## src/rtl/posix_time_split_seq_pkg.sv

```systemverilog
// Shared constants, field types and FSM encoding for the POSIX time splitter.
// Optional weekday path is enabled with macro POSIX_SPLIT_WEEKDAY_EN.
package posix_time_pkg;

    localparam int unsigned SEC_IN_MIN  = 60;
    localparam int unsigned MIN_IN_HOUR = 60;
    localparam int unsigned HOUR_IN_DAY = 24;
    localparam int unsigned SEC_IN_HOUR = SEC_IN_MIN * MIN_IN_HOUR;
    localparam int unsigned SEC_IN_DAY  = SEC_IN_HOUR * HOUR_IN_DAY;

    localparam int unsigned POSIX_W    = 32;
    localparam int unsigned DIV_W      = 33;
    localparam int unsigned DIV_CYCLES = DIV_W;
    localparam int unsigned DIVISOR_W  = 17;
    localparam int unsigned DIV_CNT_W  = 6;

    localparam int unsigned HOUR_W = 5;
    localparam int unsigned MIN_W  = 6;
    localparam int unsigned SEC_W  = 6;

`ifdef POSIX_SPLIT_WEEKDAY_EN
    localparam int unsigned DAYS_IN_WEEK = 7;
    localparam int unsigned EPOCH_WDAY   = 4;  // 1970-01-01 was a Thursday
    localparam int unsigned QDAY_W       = 16;
    localparam int unsigned WDAY_W       = 3;
    typedef logic [WDAY_W-1:0] wday_t;
`endif

    typedef logic [HOUR_W-1:0] hour_t;
    typedef logic [MIN_W-1:0]  min_t;
    typedef logic [SEC_W-1:0]  sec_t;

    typedef enum logic [2:0] {
        ST_IDLE,
        ST_ADJ,
        ST_DIV_DAY,
        ST_DIV_HOUR,
        ST_DIV_MIN,
`ifdef POSIX_SPLIT_WEEKDAY_EN
        ST_DIV_WDAY,
`endif
        ST_OUT
    } state_t;

endpackage

```

## src/rtl/posix_time_split_seq_if.sv

```systemverilog
// Request/result bundle between the time source, the splitter and the display.
// Signals: posix_time_i/valid_i/ready_o (request), hour_o/min_o/sec_o/valid_o/ready_i
// (result), wday_o when POSIX_SPLIT_WEEKDAY_EN is defined.
interface posix_time_split_seq_if;
    import posix_time_pkg::*;

    logic [POSIX_W-1:0] posix_time_i;
    logic               valid_i;
    logic               ready_o;
    hour_t              hour_o;
    min_t               min_o;
    sec_t               sec_o;
    logic               valid_o;
    logic               ready_i;
`ifdef POSIX_SPLIT_WEEKDAY_EN
    wday_t              wday_o;
`endif

    modport slave (
        input  posix_time_i, valid_i, ready_i,
        output ready_o, hour_o, min_o, sec_o, valid_o
`ifdef POSIX_SPLIT_WEEKDAY_EN
        , output wday_o
`endif
    );

    modport master (
        output posix_time_i, valid_i, ready_i,
        input  ready_o, hour_o, min_o, sec_o, valid_o
`ifdef POSIX_SPLIT_WEEKDAY_EN
        , input wday_o
`endif
    );

endinterface

```

## src/rtl/posix_time_split_seq_divider.sv

```systemverilog
// seq_divider: restoring radix-2 divider, one quotient bit per cycle.
// Ports: i_clk, i_rst (sync, active-high), i_start (load cycle), i_dividend (33b),
// i_divisor (17b), o_quotient, o_remainder, o_done_c (high during last iteration).
// A pass is the load cycle plus DIV_CYCLES iterations; results hold until next load.
module seq_divider
    import posix_time_pkg::*;
(
    input  logic                 i_clk,
    input  logic                 i_rst,
    input  logic                 i_start,
    input  logic [DIV_W-1:0]     i_dividend,
    input  logic [DIVISOR_W-1:0] i_divisor,
    output logic [DIV_W-1:0]     o_quotient,
    output logic [DIVISOR_W-1:0] o_remainder,
    output logic                 o_done_c
);

    logic [DIV_W-1:0]     r_quo;
    logic [DIVISOR_W-1:0] r_rem;
    logic [DIVISOR_W-1:0] r_dvs;
    logic [DIV_CNT_W-1:0] r_cnt;

    logic [DIVISOR_W:0]   w_shift;
    logic [DIVISOR_W:0]   w_trial;
    logic                 w_fits;

    // Shift next dividend bit into the partial remainder and try a subtract.
    always_comb begin
        w_shift = {r_rem, r_quo[DIV_W-1]};
        w_trial = w_shift - {1'b0, r_dvs};
        w_fits  = (w_shift >= {1'b0, r_dvs});
    end

    always_ff @(posedge i_clk) begin
        if (i_rst) begin
            r_quo <= '0;
            r_rem <= '0;
            r_dvs <= '0;
            r_cnt <= '0;
        end else if (i_start) begin
            r_quo <= i_dividend;
            r_rem <= '0;
            r_dvs <= i_divisor;
            r_cnt <= DIV_CNT_W'(DIV_CYCLES);
        end else if (r_cnt != '0) begin
            // Remainder stays below the divisor, so the low bits suffice.
            r_rem <= w_fits ? w_trial[DIVISOR_W-1:0] : w_shift[DIVISOR_W-1:0];
            r_quo <= {r_quo[DIV_W-2:0], w_fits};
            r_cnt <= r_cnt - DIV_CNT_W'(1);
        end
    end

    assign o_quotient  = r_quo;
    assign o_remainder = r_rem;
    assign o_done_c    = (r_cnt == DIV_CNT_W'(1));

endmodule

```

## src/rtl/posix_time_split_seq.sv

```systemverilog
// posix_time_split_seq: POSIX seconds -> local hour/min/sec through one shared
// iterative divider (passes: day, hour, minute[, weekday]).
// Ports: clk_i, rst_i (sync, active-high), bus (posix_time_split_seq_if.slave).
// Parameter GMT: signed whole-hour zone offset (-12..14).
// Macro POSIX_SPLIT_WEEKDAY_EN adds wday_o and a weekday divider pass.
module posix_time_split_seq
    import posix_time_pkg::*;
#(
    parameter int GMT = 3
) (
    input  logic                  clk_i,
    input  logic                  rst_i,
    posix_time_split_seq_if.slave bus
);

    localparam logic signed [33:0] OFFSET = 34'(GMT * int'(SEC_IN_HOUR));

    state_t               r_state, w_nxt_state;
    logic                 r_start, w_nxt_start;
    logic [POSIX_W-1:0]   r_posix, w_nxt_posix;
    logic [DIV_W-1:0]     r_t, w_nxt_t;
    hour_t                r_hour, w_nxt_hour;
    logic                 r_ready, w_nxt_ready;
    logic                 r_valid, w_nxt_valid;
    hour_t                r_hour_o, w_nxt_hour_o;
    min_t                 r_min_o, w_nxt_min_o;
    sec_t                 r_sec_o, w_nxt_sec_o;
`ifdef POSIX_SPLIT_WEEKDAY_EN
    logic                 r_borrow, w_nxt_borrow;
    logic [QDAY_W-1:0]    r_qday, w_nxt_qday;
    min_t                 r_min, w_nxt_min;
    sec_t                 r_sec, w_nxt_sec;
    wday_t                r_wday_o, w_nxt_wday_o;
`endif

    logic signed [33:0]   w_adj;
    logic [DIV_W-1:0]     w_dividend;
    logic [DIVISOR_W-1:0] w_divisor;
    logic [DIV_W-1:0]     w_quo;
    logic [DIVISOR_W-1:0] w_rem;
    logic                 w_done_c;
    logic                 w_div_done;

    seq_divider u_div (
        .i_clk       (clk_i),
        .i_rst       (rst_i),
        .i_start     (r_start),
        .i_dividend  (w_dividend),
        .i_divisor   (w_divisor),
        .o_quotient  (w_quo),
        .o_remainder (w_rem),
        .o_done_c    (w_done_c)
    );

    // The done flag is stale on the load cycle, so ignore it there.
    assign w_div_done = w_done_c && !r_start;

    // Next-state, divider operand mux and result capture.
    always_comb begin
        w_nxt_state  = r_state;
        w_nxt_start  = 1'b0;
        w_nxt_posix  = r_posix;
        w_nxt_t      = r_t;
        w_nxt_hour   = r_hour;
        w_nxt_ready  = r_ready;
        w_nxt_valid  = r_valid;
        w_nxt_hour_o = r_hour_o;
        w_nxt_min_o  = r_min_o;
        w_nxt_sec_o  = r_sec_o;
`ifdef POSIX_SPLIT_WEEKDAY_EN
        w_nxt_borrow = r_borrow;
        w_nxt_qday   = r_qday;
        w_nxt_min    = r_min;
        w_nxt_sec    = r_sec;
        w_nxt_wday_o = r_wday_o;
`endif
        w_adj        = $signed({2'b00, r_posix}) + OFFSET;
        w_dividend   = r_t;
        w_divisor    = DIVISOR_W'(SEC_IN_DAY);

        case (r_state)
            ST_IDLE: begin
                if (bus.valid_i && r_ready) begin
                    w_nxt_posix = bus.posix_time_i;
                    w_nxt_ready = 1'b0;
                    w_nxt_state = ST_ADJ;
                end
            end
            ST_ADJ: begin
                // Negative local time wraps into the previous day.
                if (w_adj[33]) begin
                    w_nxt_t = DIV_W'(w_adj + 34'(SEC_IN_DAY));
`ifdef POSIX_SPLIT_WEEKDAY_EN
                    w_nxt_borrow = 1'b1;
`endif
                end else begin
                    w_nxt_t = DIV_W'(w_adj);
`ifdef POSIX_SPLIT_WEEKDAY_EN
                    w_nxt_borrow = 1'b0;
`endif
                end
                w_nxt_state = ST_DIV_DAY;
                w_nxt_start = 1'b1;
            end
            ST_DIV_DAY: begin
                if (w_div_done) begin
                    w_nxt_state = ST_DIV_HOUR;
                    w_nxt_start = 1'b1;
                end
            end
            ST_DIV_HOUR: begin
                w_dividend = DIV_W'(w_rem);
                w_divisor  = DIVISOR_W'(SEC_IN_HOUR);
`ifdef POSIX_SPLIT_WEEKDAY_EN
                if (r_start) begin
                    w_nxt_qday = QDAY_W'(w_quo);
                end
`endif
                if (w_div_done) begin
                    w_nxt_state = ST_DIV_MIN;
                    w_nxt_start = 1'b1;
                end
            end
            ST_DIV_MIN: begin
                w_dividend = DIV_W'(w_rem);
                w_divisor  = DIVISOR_W'(SEC_IN_MIN);
                if (r_start) begin
                    w_nxt_hour = HOUR_W'(w_quo);
                end
                if (w_div_done) begin
`ifdef POSIX_SPLIT_WEEKDAY_EN
                    w_nxt_state = ST_DIV_WDAY;
                    w_nxt_start = 1'b1;
`else
                    w_nxt_state = ST_OUT;
`endif
                end
            end
`ifdef POSIX_SPLIT_WEEKDAY_EN
            ST_DIV_WDAY: begin
                w_dividend = DIV_W'(r_qday) + DIV_W'(EPOCH_WDAY) - DIV_W'(r_borrow);
                w_divisor  = DIVISOR_W'(DAYS_IN_WEEK);
                if (r_start) begin
                    w_nxt_min = MIN_W'(w_quo);
                    w_nxt_sec = SEC_W'(w_rem);
                end
                if (w_div_done) begin
                    w_nxt_state = ST_OUT;
                end
            end
`endif
            ST_OUT: begin
                // First cycle publishes the result; then hold until consumed.
                if (!r_valid) begin
                    w_nxt_hour_o = r_hour;
`ifdef POSIX_SPLIT_WEEKDAY_EN
                    w_nxt_min_o  = r_min;
                    w_nxt_sec_o  = r_sec;
                    w_nxt_wday_o = WDAY_W'(w_rem);
`else
                    w_nxt_min_o  = MIN_W'(w_quo);
                    w_nxt_sec_o  = SEC_W'(w_rem);
`endif
                    w_nxt_valid  = 1'b1;
                end else if (bus.ready_i) begin
                    w_nxt_valid = 1'b0;
                    w_nxt_ready = 1'b1;
                    w_nxt_state = ST_IDLE;
                end
            end
            default: begin
                w_nxt_state = ST_IDLE;
                w_nxt_ready = 1'b1;
                w_nxt_valid = 1'b0;
            end
        endcase
    end

    // State and datapath registers.
    always_ff @(posedge clk_i) begin
        if (rst_i) begin
            r_state  <= ST_IDLE;
            r_start  <= 1'b0;
            r_posix  <= '0;
            r_t      <= '0;
            r_hour   <= '0;
            r_ready  <= 1'b1;
            r_valid  <= 1'b0;
            r_hour_o <= '0;
            r_min_o  <= '0;
            r_sec_o  <= '0;
`ifdef POSIX_SPLIT_WEEKDAY_EN
            r_borrow <= 1'b0;
            r_qday   <= '0;
            r_min    <= '0;
            r_sec    <= '0;
            r_wday_o <= '0;
`endif
        end else begin
            r_state  <= w_nxt_state;
            r_start  <= w_nxt_start;
            r_posix  <= w_nxt_posix;
            r_t      <= w_nxt_t;
            r_hour   <= w_nxt_hour;
            r_ready  <= w_nxt_ready;
            r_valid  <= w_nxt_valid;
            r_hour_o <= w_nxt_hour_o;
            r_min_o  <= w_nxt_min_o;
            r_sec_o  <= w_nxt_sec_o;
`ifdef POSIX_SPLIT_WEEKDAY_EN
            r_borrow <= w_nxt_borrow;
            r_qday   <= w_nxt_qday;
            r_min    <= w_nxt_min;
            r_sec    <= w_nxt_sec;
            r_wday_o <= w_nxt_wday_o;
`endif
        end
    end

    assign bus.ready_o = r_ready;
    assign bus.valid_o = r_valid;
    assign bus.hour_o  = r_hour_o;
    assign bus.min_o   = r_min_o;
    assign bus.sec_o   = r_sec_o;
`ifdef POSIX_SPLIT_WEEKDAY_EN
    assign bus.wday_o  = r_wday_o;
`endif

endmodule

```

## src/flat_wrapper.sv

```systemverilog
// flat-port wrapper written by rule: the top's interface ports become plain ports
module posix_time_split_seq_flat import posix_time_pkg::*;
#(
    parameter int GMT = 3
)
  (clk_i, rst_i, bus_posix_time_i, bus_valid_i, bus_ready_i, bus_ready_o, bus_hour_o, bus_min_o, bus_sec_o, bus_valid_o);
  posix_time_split_seq_if bus_i ();
  input  logic clk_i;
  input  logic rst_i;
  input wire logic [$bits(bus_i.posix_time_i)-1:0] bus_posix_time_i;
  input wire logic [$bits(bus_i.valid_i)-1:0] bus_valid_i;
  input wire logic [$bits(bus_i.ready_i)-1:0] bus_ready_i;
  output wire logic [$bits(bus_i.ready_o)-1:0] bus_ready_o;
  output wire logic [$bits(bus_i.hour_o)-1:0] bus_hour_o;
  output wire logic [$bits(bus_i.min_o)-1:0] bus_min_o;
  output wire logic [$bits(bus_i.sec_o)-1:0] bus_sec_o;
  output wire logic [$bits(bus_i.valid_o)-1:0] bus_valid_o;
  assign bus_i.posix_time_i = bus_posix_time_i;
  assign bus_i.valid_i = bus_valid_i;
  assign bus_i.ready_i = bus_ready_i;
  assign bus_ready_o = bus_i.ready_o;
  assign bus_hour_o = bus_i.hour_o;
  assign bus_min_o = bus_i.min_o;
  assign bus_sec_o = bus_i.sec_o;
  assign bus_valid_o = bus_i.valid_o;
  posix_time_split_seq #(.GMT(GMT)) u_core (.clk_i(clk_i), .rst_i(rst_i), .bus(bus_i));
endmodule
```

## config.mk

```make
export PLATFORM = sky130hd
export DESIGN_NAME = posix_time_split_seq_flat
export DESIGN_NICKNAME = d
export VERILOG_FILES = /design/src/rtl/posix_time_split_seq_pkg.sv /design/src/rtl/posix_time_split_seq_if.sv /design/src/rtl/posix_time_split_seq_divider.sv /design/src/rtl/posix_time_split_seq.sv /design/src/flat_wrapper.sv
export SDC_FILE = /design/constraint.sdc
export NUM_CORES = 1
export LEC_CHECK = 0
export CAP_MARGIN = 20
export CORE_UTILIZATION = 48
export CTS_BUF_LIST = sky130_fd_sc_hd__clkbuf_4 sky130_fd_sc_hd__clkbuf_8
export CTS_CLUSTER_SIZE = 14
export DETAILED_ROUTE_END_ITERATION = 10
export GPL_TIMING_DRIVEN = 0
export HOLD_SLACK_MARGIN = 0.03
export PLACE_DENSITY = 0.7
export SLEW_MARGIN = 0
export SYNTH_ARGS = -nofsm -noshare
export SYNTH_HDL_FRONTEND = slang
export SYNTH_SLANG_ARGS = --single-unit
```

## constraint.sdc

```tcl
create_clock -name clk_i -period 2.4 [get_ports clk_i]
set_input_delay 0.6 -clock clk_i [delete_from_list [all_inputs] [get_ports clk_i]]
set_output_delay 0.6 -clock clk_i [all_outputs]
set_load 0.02 [all_outputs]
```

==> impl_metrics.csv, run 1 <==
group,metric,value,unit
critical_path,worst_setup_path_start_kind,"register",
route,drt_pass1_iterations,6,
die,row_count,43,
critical_path,slowest_delay,0.37,ns
synthesis,synth.cell_area,0.00690,mm^2
global_routing,grt_pass1_vias,5367,
die,start_util,0.495,
sta,worst_pin_slew,0.771,ns
sta,hold_slack,0.448,ns
sta,rsz0062_at_grt,"true",
layout,stdcell_area,0.00831,mm^2
layout,drive_above_1_share,0.0956,
flow_run,drv_cap,0,
route,drt_iter0_markers,349,
critical_path,crit_chain,"inv_4 -> ha_4 -> buf_6 -> a211o_4 -> nor3_4 -> a21oi_4 -> a211o_1 -> or3_1 -> a31oi_1",
clock_network,cts_made_buffers,17,
layout,final_util,0.596,
critical_path,critical-path-slowest-cell,"dfxtp_4",
route,wl_per_cell,15.4,um
die,die_area,0.0149,mm^2
clock_network,clock_insertion_delay_worst_skew,0.46,ns
synthesis,synth_top_flop_cell,"dfxtp_1",
synthesis,syn_nets,891,
critical_path,cp.required,2.78,ns
sta,finalSetupViolations,0,
clock_network,cts_sinks,153,
critical_path,r2r_start,"u_core.u_div.r_dvs[5]",
route,remaining_drc_errors,0,
global_routing,antenna_found_initial,0,
sta,finalHoldViolCount,0,
clock_network,cts_hold_buf,0,
placed_design,dpl.hpwl,12400,um
placed_design,port-buffer-count,53,
synthesis,synth.avg_cell_area,8.23,um^2
layout,fin_nets,971,
route,antenna_left,0,
global_routing,grt_max_degree,17,
sta,slew_headroom,0.481,
power_and_ir_drop,powerDensity,1260,mW/mm^2
route,post_drt_via_cell_ratio,5.48,
synthesis,synthCells,838,
critical_path,cp.arrival,2.70,ns
layout,num_antenna_cells,0,
die,design.core.area,0.0139,mm^2
synthesis,synth-edff-count,0,
placed_design,place_area,0.00765,mm^2
synthesis,synth_warnings,0,
clock_network,clkSlewWorstSetupHoldPaths,0.09,ns
min_path,worstHoldStart,"u_core.r_hour[0]",
die,die_x,122,um
layout,area_growth,20.5,%
status,status,"completed",
power_and_ir_drop,ir_worst_vdd,0.519,mV
synthesis,synth-seq-cells,153,
synthesis,synth_cell_types,52,
critical_path,crit_family,"compound AO/OA/AOI/OAI gates",
global_routing,grt_remaining_overflow,0,
route,via_count,6090,
critical_path,startpoint,"u_core.u_div.r_dvs[5]",
critical_path,worst-path-buf-inv,2,
clock_network,clockBufferDepth,2,
route,wl,17100,um
power_and_ir_drop,total_leakage_power,2.96,nW
global_routing,grt_pass1_wl,27600,um
sta,skew,0.0128,ns
die,fp.dieH,122,um
synthesis,async_reset_ff_frac,0,
die,io_pins,55,
clock_network,cts_tree,"done",
sta,slew_viol_final,0,
sta,period_share,0.966,
critical_path,path_max_fanout,7,
synthesis,ys_seq_area_frac,0.444,
critical_path,path_class,"register to register",
global_routing,grt_usage,0.240,
sta,fin_crit,2.32,ns
critical_path,critPathCaptureType,"register",
clock_network,cts-root-buf,"clkbuf_8",
placed_design,routabilityCongestion,0.887,
min_path,hold_class,"register to register",
sta,fmax,0.431,GHz
clock_network,htree_levels,4,
stage by stage:
stage          power [W]  std cells  setup TNS (ns)  setup slack, ns
3_3_place_gp     0.00790       1071           -3.50           -0.159
4_1_cts           0.0101       1103               0          0.00937
3_5_place_dp     0.00797       1071           -4.77           -0.236
5_1_grt           0.0112       1111          -0.130          -0.0438
2_1_floorplan    0.00691        838               0            0.131
6_report          0.0105       1111               0           0.0821
report_power, final:
part / switching [W] / internal (W)
combinational: 0.00269 / 0.00198
sequential: 0.000586 / 0.00323
clock: 0.00100 / 0.000986
sequential cells by signal (all words and copies together) (netlist names), 3 cells and up:
| name | count |
|---|---|
| u_core.u_div.o_remainder | 17 |
| u_core.bus.hour_o | 5 |
| u_core.u_div.r_cnt | 6 |
| u_core.bus.sec_o | 6 |
| u_core.r_hour | 5 |
| u_core.r_t | 33 |
| u_core.r_state | 3 |
| u_core.u_div.r_dvs | 4 |
| u_core.bus.min_o | 6 |
| u_core.u_div.o_quotient | 33 |
| u_core.r_posix | 32 |
cells in the final DEF (no fill, tap or decap), drive strengths merged, types with 4 or more instances in the layout:
cell / n
buf: 15
a211oi: 54
clkdlybuf4s50: 53
nor3: 5
nor2b: 4
nand2: 157
o21ai: 31
clkbuf: 69
clkinv: 4
o21a: 4
xor2: 18
ha: 16
a32oi: 4
and3: 8
a21oi: 80
a222oi: 16
nor2: 98
mux2i: 14
a22oi: 17
inv: 21
or3: 8
nand3: 11
a31oi: 5
xnor2: 16
a311oi: 4
nand4: 4
dfxtp: 153
worst register-to-register path, cell delays in order, from the launching register on:
cell	delay, ns
dfxtp_4	0.37
inv_4	0.07
ha_4	0.19
buf_6	0.13
a211o_4	0.35
nor3_4	0.22
a21oi_4	0.10
a211o_1	0.28
or3_1	0.35
a31oi_1	0.19
area by class of cell:
type                    count  area, um^2
clock buffers              20         263
multi-input cells         611        3690
repair buffers             60         583
inverters                  18        70.1
flip-flops and latches    153        3070
clock inverters            12         140
plain buffers              57         263
well taps                 180         225
fillers                  1289        5620
cells in the mapped netlist, drive strengths merged (5+ instances only):
| master | number | share of area |
|---|---|---|
| nor3 | 5 | 0.0036 |
| or3 | 8 | 0.0073 |
| xor2 | 18 | 0.023 |
| a211oi | 54 | 0.059 |
| mux2i | 14 | 0.020 |
| nand3 | 11 | 0.0080 |
| xnor2 | 16 | 0.020 |
| clkbuf | 47 | 0.026 |
| nand2 | 157 | 0.085 |
| dfxtp | 153 | 0.44 |
| a22oi | 17 | 0.018 |
| ha | 16 | 0.029 |
| buf | 10 | 0.0087 |
| a222oi | 16 | 0.023 |
| and3 | 8 | 0.0076 |
| o21ai | 31 | 0.022 |
| a21oi | 80 | 0.059 |
| inv | 18 | 0.0098 |
| nor2 | 98 | 0.053 |
final timing paths:
check,to,slack [ns],cells past startpoint
worst min-delay path,u_core.bus.hour_o[0],0.45,2
worst min register to register,u_core.bus.hour_o[0],0.45,2
worst max register to register,u_core.u_div.o_remainder[13],0.08,9
worst max-delay path,u_core.u_div.o_remainder[13],0.08,9
what timing repair did:
| item | in CTS | in global routing |
|---|---|---|
| pin swaps | 5 | 18 |
| cloned | 0 | 1 |
| resized for setup | 15 | 45 |
| endpoints found under the setup margin | 16 | 45 |
| buffers inserted | 0 | 7 |
layer usage:
metal,share of wire,up-vias,GRT usage
li1,-,3129,-
met1,0.50,2787,0.334
met2,0.43,149,0.361
met3,0.047,25,0.0524
met4,0.021,0,0.0941
met5,0,-,0
cell families after synthesis:
| family | count (synthesis) | share of synthesized area |
|---|---|---|
| simple gates | 308 | 0.187 |
| mux | 14 | 0.0203 |
| compound gates | 237 | 0.230 |
| xor+xnor | 34 | 0.0432 |
| fa+ha+maj | 17 | 0.0319 |
| flops | 153 | 0.444 |
| buf+inv | 75 | 0.0441 |
Power figures use the tool's default switching activity.
==> inputs of run 2 (changes only) <==
Settings changed: GPL_TIMING_DRIVEN 0 to 1, PLACE_DENSITY 0.7 to 0.68.
Clock period 2.4 ns to 2.74 ns, I/O delays scaled along.
==> run 2 against run 1 <==
Compared with the run above:
- fmax shrank 7.6%
- non-clock buffer count fell by 51
- largest cell class unchanged
- sequential cell count did not move
- clock power decreased by 14%
- sequential power decreased by 12%
- sequential share of layout area increased by 1.6 points
- first-iteration DRC count increased by 22%
==> impl_metrics.csv, run 2 (synthesized netlist as in run 1, its figures left out) <==
group,metric,value,unit
clock_network,cts_tree,"done",
placed_design,dpl.hpwl,10800,um
die,die_area,0.0149,mm^2
die,die_x,122,um
critical_path,worst_setup_path_start_kind,"register",
min_path,holdPathStages,2,
min_path,min_to,"u_core.bus.min_o[4]",
flow_run,drv_cap,0,
layout,area_growth,15.1,%
layout,regArea,0.00306,mm^2
clock_network,cts_sinks,153,
layout,mostFrequentLayoutCell,"nand2_1",
global_routing,grt_remaining_overflow,0,
die,start_util,0.495,
clock_network,htree_levels,4,
layout,fin_nets,919,
route,post_drt_via_cell_ratio,5.65,
critical_path,r2r_cells,11,
layout,final_cell_mix,"157 x nand2_1, 153 x dfxtp_1, 98 x nor2_1",
sta,finalHoldViolCount,0,
power_and_ir_drop,ir_worst_vdd,0.577,mV
sta,fin_tns_setup,0,ns
layout,stdcell_area,0.00794,mm^2
sta,finalSetupViolations,0,
critical_path,r2r_end,"u_core.u_div.o_remainder[16]",
global_routing,grt_pass1_vias,5367,
critical_path,path_max_fanout,4,
placed_design,routabilityCongestion,0.814,
route,drt_pass1_iterations,7,
clock_network,cts_hold_buf,0,
critical_path,ff2ff_setup_slack,0.23,ns
power_and_ir_drop,power,0.00857,W
clock_network,clkSlewWorstSetupHoldPaths,0.08,ns
route,drt_iter0_markers,425,
sta,worst_pin_slew,0.720,ns
sta,rsz0062_at_grt,"false",
clock_network,cts_setup_buffers,0,
route,antenna_left,0,
layout,num-fill-cells,1255,
layout,multiInputGateArea,0.00355,mm^2
global_routing,grt_max_degree,72,
clock_network,clock_insertion_delay_worst_skew,0.46,ns
sta,skew,0.0176,ns
clock_network,clockBufferDepth,2,
die,row_count,43,
route,wl_per_cell,15.0,um
min_path,worstHoldStart,"u_core.bus.min_o[4]",
status,status,"completed",
sta,slew_viol_final,0,
sta,period_share,0.916,
die,fp.dieH,122,um
sta,fmax,0.399,GHz
layout,final_util,0.570,
layout,num_antenna_cells,0,
critical_path,path_class,"register to register",
critical_path,cp.arrival,2.84,ns
power_and_ir_drop,powerDensity,1080,mW/mm^2
route,remaining_drc_errors,0,
sta,slew_headroom,0.519,
die,design.core.area,0.0139,mm^2
clock_network,cts_resized,0,
clock_network,cts_made_buffers,17,
critical_path,r2r_start,"u_core.u_div.o_remainder[1]",
critical_path,cp.required,3.07,ns
global_routing,antenna_found_initial,0,
critical_path,critPathCaptureType,"register",
sta,fin_crit,2.51,ns
layout,drive_above_1_share,0.0637,
global_routing,grt_usage,0.226,
route,via_count,5982,
placed_design,port-buffer-count,54,
global_routing,grt_pass1_wl,26400,um
clock_network,cts-root-buf,"clkbuf_8",
min_path,hold_class,"register to register",
power_and_ir_drop,total_leakage_power,2.86,nW
route,wl,15900,um
die,io_pins,55,
placed_design,place_area,0.00753,mm^2
run 2: changes by cell type in the layout (fill, tap and decap cells not counted), moves of 4 or more:
| cell | change |
|---|---|
| clkbuf_1 | -43 |
| o21ai_0 | +7 |
| clkbuf_2 | -6 |
| o21ai_1 | -6 |
| ha_1 | +4 |
run 2: how the worst max path moves through the flow:
| stage | start | to | slack, ns | depth (start not counted) |
|---|---|---|---|---|
| after floorplan | u_core.u_div.o_remainder[1] | u_core.u_div.o_remainder[16] | 0.47 | 11 |
| after global routing | u_core.u_div.r_dvs[5] | u_core.u_div.o_remainder[4] | 0.03 | 9 |
| after global placement | u_core.u_div.o_remainder[1] | u_core.u_div.o_remainder[16] | 0.35 | 11 |
| final | u_core.u_div.o_remainder[1] | u_core.u_div.o_remainder[16] | 0.23 | 11 |
| after CTS | u_core.u_div.o_remainder[1] | u_core.u_div.o_remainder[16] | 0.24 | 11 |
| after detailed placement | u_core.u_div.o_remainder[1] | u_core.u_div.o_remainder[16] | 0.26 | 11 |
run 2: cell type report:
| type | count | area share |
|---|---|---|
| multi-input cells | 610 | 0.447 |
| flip-flops and latches | 153 | 0.386 |
| repair buffers | 66 | 0.0801 |
| clock buffers | 19 | 0.0322 |
| well taps | 180 | 0.0284 |
| clock inverters | 13 | 0.0180 |
| inverters | 18 | 0.00851 |
run 2: report_power, final:
group	switching (W)	internal, W	total (W)
Clock	0.000865	0.000850	0.00172
Combinational	0.00206	0.00143	0.00348
Sequential	0.000533	0.00283	0.00337
run 2: stage by stage:
step,hold slack (ns),std cells,setup WS [ns]
3_5_place_dp,0.446,1026,0.256
5_1_grt,0.471,1059,0.0325
4_1_cts,0.458,1058,0.238
3_3_place_gp,0.443,1025,0.346
6_report,0.457,1059,0.231
2_1_floorplan,0.431,838,0.471
run 2: worst max-delay path, cell delays in order, from the launching register on:
cell     delay [ns]
dfxtp_1        0.35
inv_1          0.08
ha_1           0.17
inv_1          0.06
fa_1           0.42
a21o_1         0.20
a311o_1        0.39
nand3_1        0.12
o21ai_0        0.13
o21ai_0        0.23
xor2_1         0.16
o21ai_0        0.09
run 2: routing by layer:
metal,part of all wire,vias to the layer above,track usage
met1,0.49,2765,0.324
met5,0,-,0
li1,-,3027,-
met2,0.44,171,0.333
met4,0.016,0,0.0918
met3,0.047,19,0.0421
==> inputs of run 3 (changes only) <==
Settings changed: SLEW_MARGIN 0 to 30.
==> run 3 against run 2 <==
Compared with the run above:
- critical endpoint unchanged
- routed wire length fell by 0.78%
- combinational power barely moved
- total power fell by 0.38%
- highest routed layer unchanged
- critical path type unchanged
- core utilization fell by 0.090 points
==> impl_metrics.csv, run 3 (synthesized netlist as in run 1, its figures left out) <==
group,metric,value,unit
die,die_x,122,um
power_and_ir_drop,total_leakage_power,2.84,nW
critical_path,path_class,"register to register",
die,start_util,0.495,
layout,num_antenna_cells,0,
min_path,worstHoldStart,"u_core.bus.hour_o[4]",
layout,num-fill-cells,1257,
sta,fmax,0.398,GHz
layout,multiInputGateArea,0.00355,mm^2
clock_network,htree_levels,4,
route,drt_iter0_markers,405,
clock_network,cts-root-buf,"clkbuf_8",
sta,worst_pin_slew,0.779,ns
clock_network,clkSlewWorstSetupHoldPaths,0.08,ns
clock_network,clock_insertion_delay_worst_skew,0.44,ns
sta,slew_viol_final,0,
placed_design,dpl.hpwl,10800,um
critical_path,slowest_delay,0.42,ns
route,wl_per_cell,15.0,um
layout,final_cell_mix,"157 x nand2_1, 153 x dfxtp_1, 96 x nor2_1",
die,die_area,0.0149,mm^2
critical_path,r2r_start,"u_core.u_div.o_remainder[1]",
global_routing,grt_pass1_wl,26200,um
sta,fin_crit,2.51,ns
die,fp.dieH,122,um
sta,slew_headroom,0.480,
layout,drive_above_1_share,0.0639,
power_and_ir_drop,ir_worst_vdd,0.603,mV
placed_design,place_ws,0.271,ns
clock_network,cts_tree,"done",
route,antenna_left,0,
critical_path,path_max_fanout,4,
critical_path,cpMostUsedCell,"o21ai_0",
sta,skew,0.0106,ns
sta,finalHoldViolCount,0,
route,via_count,5985,
critical_path,cp.arrival,2.83,ns
critical_path,critical-path-slowest-cell,"fa_1",
layout,area_growth,14.9,%
layout,final_util,0.569,
clock_network,cts_setup_buffers,0,
die,design.core.area,0.0139,mm^2
global_routing,grt_max_degree,72,
flow_run,drv_cap,0,
clock_network,cts_resized,0,
die,row_count,43,
die,io_pins,55,
layout,mostFrequentLayoutCell,"nand2_1",
global_routing,grt_pass1_vias,5372,
route,drt_pass1_iterations,8,
sta,rsz0062_at_grt,"true",
placed_design,port-buffer-count,54,
clock_network,clockBufferDepth,2,
route,wl,15800,um
clock_network,cts_sinks,153,
min_path,hold_class,"register to register",
clock_network,cts_made_buffers,17,
critical_path,cp.required,3.06,ns
layout,regArea,0.00306,mm^2
layout,final_cells,1057,
critical_path,worst_setup_path_start_kind,"register",
placed_design,dp_cells,1025,
placed_design,routabilityCongestion,0.814,
route,remaining_drc_errors,0,
global_routing,antenna_found_initial,0,
layout,fin_nets,917,
critical_path,startpoint,"u_core.u_div.o_remainder[1]",
critical_path,critPathCaptureType,"register",
global_routing,grt_remaining_overflow,0,
global_routing,grt_usage,0.224,
critical_path,crit_chain,"inv_1 -> ha_1 -> inv_1 -> fa_1 -> a21o_1 -> a311o_1 -> nand3_1 -> o21ai_0 -> o21ai_0 -> xor2_1 -> o21ai_0",
route,post_drt_via_cell_ratio,5.66,
sta,finalSetupViolations,0,
status,status,"completed",
sta,setup_ws,0.227,ns
sta,period_share,0.917,
clock_network,cts_hold_buf,0,
sta,fin_tns_setup,0,ns
power_and_ir_drop,powerDensity,1080,mW/mm^2
run 3: cell types whose count changed in the layout (fill, tap and decap cells not counted):
cell        previous run  this run
buf_6                  2         0
clkinv_2               3         1
nor2_1                98        96
nor2_2                 0         2
clkbuf_4               1         2
clkinvlp_4             2         3
run 3: layout make-up:
class	count	area share
Multi-Input combinational cell	610	0.448
Sequential cell	153	0.386
Timing Repair Buffer	64	0.0774
Clock buffer	20	0.0332
Tap cell	180	0.0284
Clock inverter	12	0.0177
Inverter	18	0.00853
run 3: power by group:
group | total [W] | internal (W) | leakage (nW) | switching [W]
combinational | 0.00346 | 0.00142 | 1.39 | 0.00204
sequential | 0.00337 | 0.00283 | 1.25 | 0.000536
clock | 0.00171 | 0.000864 | 0.197 | 0.000842
run 3: final timing paths:
check                                 end  slack, ns  depth (start not counted)
max          u_core.u_div.o_remainder[16]       0.23                         11
min                  u_core.bus.hour_o[4]       0.46                          2
max reg2reg  u_core.u_div.o_remainder[16]       0.23                         11
min reg2reg          u_core.bus.hour_o[4]       0.46                          2
run 3: critical path, delay by kind of cell, from the launching register on:
| family | cells | cell delay, ns |
|---|---|---|
| fa+ha+maj | 2 | 0.60 |
| buf+inv | 2 | 0.14 |
| flops | 1 | 0.35 |
| xor+xnor | 1 | 0.15 |
| simple gates | 1 | 0.12 |
| compound gates | 5 | 1.03 |
run 3: per-layer routing:
metal  track usage  vias to the layer above  part of all wire
met2         0.341                      148              0.45
met3        0.0356                       14             0.046
met4        0.0887                        0             0.012
met1         0.314                     2803              0.49
met5             0                        -                 0
li1              -                     3020                 -
run 3: stage by stage:
step	hold slack (ns)	total power, W	instance area [um^2]
finish	0.455	0.00853	7930
global route	0.467	0.00920	7930
CTS	0.457	0.00856	7930
detailed placement	0.445	0.00684	7520
global placement	0.443	0.00670	7520
floorplan	0.431	0.00605	6900
